`src/rtl/id_ex_stage.sv`:
```
// ============================================================================
// id_ex_stage : ID/EX pipeline register with load-use stall and flush bubbles
// Revision    : 1.0
// ============================================================================
`default_nettype none

module id_ex_stage #(
  parameter int DW = 32,
  parameter int RW = 5,
  parameter int CW = 16
) (
  input  logic          clk,
  input  logic          rst_n,
  input  logic          id_valid,
  input  logic [RW-1:0] id_rs,
  input  logic [RW-1:0] id_rt,
  input  logic [RW-1:0] id_rd,
  input  logic [DW-1:0] id_rdata1,
  input  logic [DW-1:0] id_rdata2,
  input  logic [DW-1:0] id_imm,
  input  logic [5:0]    id_funct,
  input  logic [1:0]    id_aluop,
  input  logic          id_regdst,
  input  logic          id_alusrc,
  input  logic          id_memread,
  input  logic          id_memwrite,
  input  logic          id_regwrite,
  input  logic          id_memtoreg,
  input  logic          id_branch,
  input  logic          flush,
  output logic          ex_valid,
  output logic [RW-1:0] ex_rs,
  output logic [RW-1:0] ex_rt,
  output logic [RW-1:0] ex_rd,
  output logic [DW-1:0] ex_rdata1,
  output logic [DW-1:0] ex_rdata2,
  output logic [DW-1:0] ex_imm,
  output logic [5:0]    ex_funct,
  output logic [1:0]    ex_aluop,
  output logic          ex_regdst,
  output logic          ex_alusrc,
  output logic          ex_memread,
  output logic          ex_memwrite,
  output logic          ex_regwrite,
  output logic          ex_memtoreg,
  output logic          ex_branch,
  output logic          hazard_stall,
  output logic [CW-1:0] bubble_cnt
);

  logic          valid_d,    valid_q;
  logic [RW-1:0] rs_d,       rs_q;
  logic [RW-1:0] rt_d,       rt_q;
  logic [RW-1:0] rd_d,       rd_q;
  logic [DW-1:0] rdata1_d,   rdata1_q;
  logic [DW-1:0] rdata2_d,   rdata2_q;
  logic [DW-1:0] imm_d,      imm_q;
  logic [5:0]    funct_d,    funct_q;
  logic [1:0]    aluop_d,    aluop_q;
  logic          regdst_d,   regdst_q;
  logic          alusrc_d,   alusrc_q;
  logic          memread_d,  memread_q;
  logic          memwrite_d, memwrite_q;
  logic          regwrite_d, regwrite_q;
  logic          memtoreg_d, memtoreg_q;
  logic          branch_d,   branch_q;
  logic [CW-1:0] bubble_cnt_d, bubble_cnt_q;

  logic          load_use;
  logic          load_bubble;
  logic          cnt_full;

  // A load in EX writing a nonzero register that the ID instruction reads
  always_comb begin
    load_use = id_valid & valid_q & memread_q & (rt_q != '0) &
               ((rt_q == id_rs) | (rt_q == id_rt));
  end

  always_comb begin
    load_bubble = flush | load_use;
    cnt_full    = &bubble_cnt_q;
  end

  always_comb begin
    valid_d      = 1'b0;
    rs_d         = '0;
    rt_d         = '0;
    rd_d         = '0;
    rdata1_d     = '0;
    rdata2_d     = '0;
    imm_d        = '0;
    funct_d      = '0;
    aluop_d      = '0;
    regdst_d     = 1'b0;
    alusrc_d     = 1'b0;
    memread_d    = 1'b0;
    memwrite_d   = 1'b0;
    regwrite_d   = 1'b0;
    memtoreg_d   = 1'b0;
    branch_d     = 1'b0;
    bubble_cnt_d = bubble_cnt_q;

    if (load_bubble) begin
      if (!cnt_full) begin
        bubble_cnt_d = bubble_cnt_q + CW'(1);
      end
    end else begin
      valid_d  = id_valid;
      rs_d     = id_rs;
      rt_d     = id_rt;
      rd_d     = id_rd;
      rdata1_d = id_rdata1;
      rdata2_d = id_rdata2;
      imm_d    = id_imm;
      funct_d  = id_funct;
      aluop_d  = id_aluop;
      // Controls only follow a real instruction so an empty slot never acts
      if (id_valid) begin
        regdst_d   = id_regdst;
        alusrc_d   = id_alusrc;
        memread_d  = id_memread;
        memwrite_d = id_memwrite;
        regwrite_d = id_regwrite;
        memtoreg_d = id_memtoreg;
        branch_d   = id_branch;
      end
    end
  end

  always_ff @(posedge clk or negedge rst_n) begin
    if (!rst_n) begin
      valid_q      <= 1'b0;
      rs_q         <= '0;
      rt_q         <= '0;
      rd_q         <= '0;
      rdata1_q     <= '0;
      rdata2_q     <= '0;
      imm_q        <= '0;
      funct_q      <= '0;
      aluop_q      <= '0;
      regdst_q     <= 1'b0;
      alusrc_q     <= 1'b0;
      memread_q    <= 1'b0;
      memwrite_q   <= 1'b0;
      regwrite_q   <= 1'b0;
      memtoreg_q   <= 1'b0;
      branch_q     <= 1'b0;
      bubble_cnt_q <= '0;
    end else begin
      valid_q      <= valid_d;
      rs_q         <= rs_d;
      rt_q         <= rt_d;
      rd_q         <= rd_d;
      rdata1_q     <= rdata1_d;
      rdata2_q     <= rdata2_d;
      imm_q        <= imm_d;
      funct_q      <= funct_d;
      aluop_q      <= aluop_d;
      regdst_q     <= regdst_d;
      alusrc_q     <= alusrc_d;
      memread_q    <= memread_d;
      memwrite_q   <= memwrite_d;
      regwrite_q   <= regwrite_d;
      memtoreg_q   <= memtoreg_d;
      branch_q     <= branch_d;
      bubble_cnt_q <= bubble_cnt_d;
    end
  end

  always_comb begin
    ex_valid     = valid_q;
    ex_rs        = rs_q;
    ex_rt        = rt_q;
    ex_rd        = rd_q;
    ex_rdata1    = rdata1_q;
    ex_rdata2    = rdata2_q;
    ex_imm       = imm_q;
    ex_funct     = funct_q;
    ex_aluop     = aluop_q;
    ex_regdst    = regdst_q;
    ex_alusrc    = alusrc_q;
    ex_memread   = memread_q;
    ex_memwrite  = memwrite_q;
    ex_regwrite  = regwrite_q;
    ex_memtoreg  = memtoreg_q;
    ex_branch    = branch_q;
    hazard_stall = load_use;
    bubble_cnt   = bubble_cnt_q;
  end

endmodule

`default_nettype wire

```
`config.mk`:
```
export PLATFORM = sky130hd
export DESIGN_NAME = id_ex_stage
export DESIGN_NICKNAME = d
export VERILOG_FILES = /design/src/rtl/id_ex_stage.sv
export SDC_FILE = /design/constraint.sdc
export NUM_CORES = 1
export LEC_CHECK = 0
export BUFFER_PORTS_ARGS = -buffer_cell sky130_fd_sc_hd__buf_2
export CORE_MARGIN = 5
export CORE_UTILIZATION = 32
export CTS_CLUSTER_DIAMETER = 200
export DETAILED_ROUTE_END_ITERATION = 10
export GPL_ROUTABILITY_DRIVEN = 0
export PLACE_DENSITY = 0.63
export SYNTH_ARGS = -nofsm -noshare
export SYNTH_HDL_FRONTEND = slang
export SYNTH_SLANG_ARGS = --single-unit
```
`constraint.sdc`:
```
create_clock -name clk -period 2.5 [get_ports clk]
set_input_delay 0.375 -clock clk [delete_from_list [all_inputs] [get_ports clk]]
set_output_delay 0.375 -clock clk [all_outputs]
set_load 0.02 [all_outputs]
```
==> reports/results.ini <==
[run]
max_cap_violations=0

[run_status]
status=finished clean

[synth]
synth_area_sq_um=5050
ys_seq_elements=143
synthArstFlopShare_pct=100
synth_nets=491
avgSynthCellArea_sq_um=14.0
synth_edf_count=0
synth_ff_type=dfrtp_1
yosysSeqAreaShare_pct=70.9
netlist-cell-type-count=33
synth_cells=360
synth_top_area_share_pct=70.9
synthTopCellsByArea=dfrtp_1 (71%), and2_1 (16%), xor2_1 (3.5%), buf_6 (2.5%), nor3_1 (0.69%)
ys_warn_count=0
synth_top_area_cell=dfrtp_1

[sta]
fin_worst_skew_ns=0.00899
min_period_ns=2.32
setup_viol=0
whs_ns=0.172
finalHoldViolCount=0
fin_tns_setup_ns=0
slew_headroom_pct=57.3
rsz0062_at_grt=no
tightestPinTransition_ns=0.641
fmax_mhz=431
drv_slew=0
post-route-period-util_pct=92.7

[global_routing]
grt_max_degree=72
grtUsageTotal_pct=14.2
antenna_found_initial=0
overflow=0
grt_pass1_vias=3917
grt_pass1_wl_mm=20.2

[final_layout]
final_cell_mix=buf_2 (272), dfrtp_1 (143), and2_1 (126)
final_common_cell=buf_2
final.fill_count=1473
n_antenna_cell=0
regArea_sq_um=3580
drive_above_1_share_pct=47.8
multi_input_area_sq_um=1290
syn2layout_area_growth_pct=43.7
fin_nets=776

[floorplanning]
dieWidth_um=136
ios=274
initial_utilization_pct=32.2
die_area_sq_um=18400
rows=46
design.core.area_sq_um=15700
die_h_um=136

[power_and_ir_drop]
p_int_uw=4500
power_frac_comb_pct=13.6
switching_share_pct=25.5
seqPwrFrac_pct=43.1
clock_power_share_pct=43.3
leakagePower_uw=0.00393
p_switching_uw=1540
peakVddDrop_mv=0.535
powerDensity_nw_per_um2=834

[setup_path]
worstPathMaxFanout=4
ff2ff_setup_slack_ns=0.39
worstSetupPathType=reg2out
cp.required_ns=2.12
cp-end-kind=output pin
cp-start-kind=register
cp.arrival_ns=1.94

[cts]
htreeDepth=4
cts_inserted_buffers=17
cts_sinks=143
cts-root-buf=clkbuf_16
cts_buffer_depth=2
clkTransAtPathRegs_ns=0.06
clkLatencyLatePin_ns=0.41
cts_tree=yes
postCtsSetupRepairBufs=0

[placed_design]
dp_hpwl_mm=9.95
io_buffers=273

[detailed_routing]
drc=0
vias=3590
post_drt_via_cell_ratio=4.11
wirelength_mm=13.0
drt_iter0_drc=134
dr.pass1.iters=4
final_antenna_net_count=0
wl_per_cell_um=14.9

[min_path]
hp-class=in2reg

==> power groups by stage <==
| stage | Combinational, uW | Clock [uW] | Sequential (uW) |
|---|---|---|---|
| finish | 823 | 2620 | 2600 |
| global placement | 827 | 0 | 2640 |
| CTS | 840 | 2680 | 2600 |
| global route | 901 | 2810 | 2630 |
| detailed placement | 839 | 0 | 2640 |
| floorplan | 241 | 0 | 2850 |
==> stage by stage <==
step           instance area [sq um]  utilization [%]  instances  total power (uW)  setup slack, ns
2_1_floorplan                   5050                -        360              3090            0.421
3_3_place_gp                    6630             42.3        841              3460            0.413
3_5_place_dp                    6630             42.3        841              3480            0.377
4_1_cts                         7250             46.3        873              6130            0.137
5_1_grt                         7250             46.3        873              6330           0.0583
6_report                        7250             46.3        873              6050            0.182
==> cells in the mapped netlist, types with 2 or more instances <==
cell	number
nor2b_1	2
buf_4	3
nand3_1	4
and2_1	126
xor2_1	20
nor3_1	7
xnor2_1	3
dfrtp_1	143
nor4_1	4
inv_1	4
nor2_1	6
nand4_1	3
nand2_1	5
buf_6	11
==> flip-flops by register name, summed over array words and instances, names as in the netlist, 2 cells and up <==
register / cells
ex_imm: 32
ex_rdata1: 32
ex_rdata2: 32
bubble_cnt: 16
ex_funct: 6
ex_rd: 5
ex_rs: 5
ex_rt: 5
ex_aluop: 2
==> path summary, 6_finish.rpt <==
path / start / end / cells after the start
min: id_memwrite / ex_memwrite / 2
min reg2reg: bubble_cnt[7] / bubble_cnt[7] / 1
max in group asynchronous: rst_n / ex_rdata1[28] / 3
max reg2reg: ex_rt[1] / bubble_cnt[12] / 6
min in group asynchronous: rst_n / ex_imm[16] / 2
max: ex_rt[1] / hazard_stall / 4
==> layout make-up <==
cell class                 count  share of cell area, %
sequential                   143                   49.3
timing repair buffer         282                   20.4
multi-input combinational    197                   17.9
clock buffer                  21                   6.21
tap                          216                   3.73
clock inverter                10                   2.24
inverter                       4                  0.207
==> kinds of logic after synthesis <==
logic type | after synthesis | share of synthesized area, %
AND/OR/NAND/NOR | 165 | 19.9
flip-flops | 143 | 70.9
XOR/XNOR | 23 | 3.99
buffers and inverters | 20 | 3.59
AO/OA/AOI/OAI | 7 | 1.12
multiplexers | 1 | 0.223
adder cells (fa/ha/maj) | 1 | 0.248
==> worst max-delay path, cell delays in order (launching register included) <==
cell and delay (ns):
dfrtp_1 0.42, or4_1 0.58, o2111ai_2 0.25, nor2_1 0.10, buf_2 0.18
==> what timing repair did <==
action                                 in CTS  in global routing
gates resized for setup                     0                  0
hold buffers                                1                  0
endpoints found under the hold margin      66                  0
==> per-layer routing <==
layer  vias up  track usage, %  part of all wire (%)
met4         0            4.59                   1.2
li1       1699               -                     -
met3        15            5.31                   8.9
met5         -               0                     0
met2       158            23.9                    50
met1      1718            16.8                    40
Power figures use the tool's default switching activity.
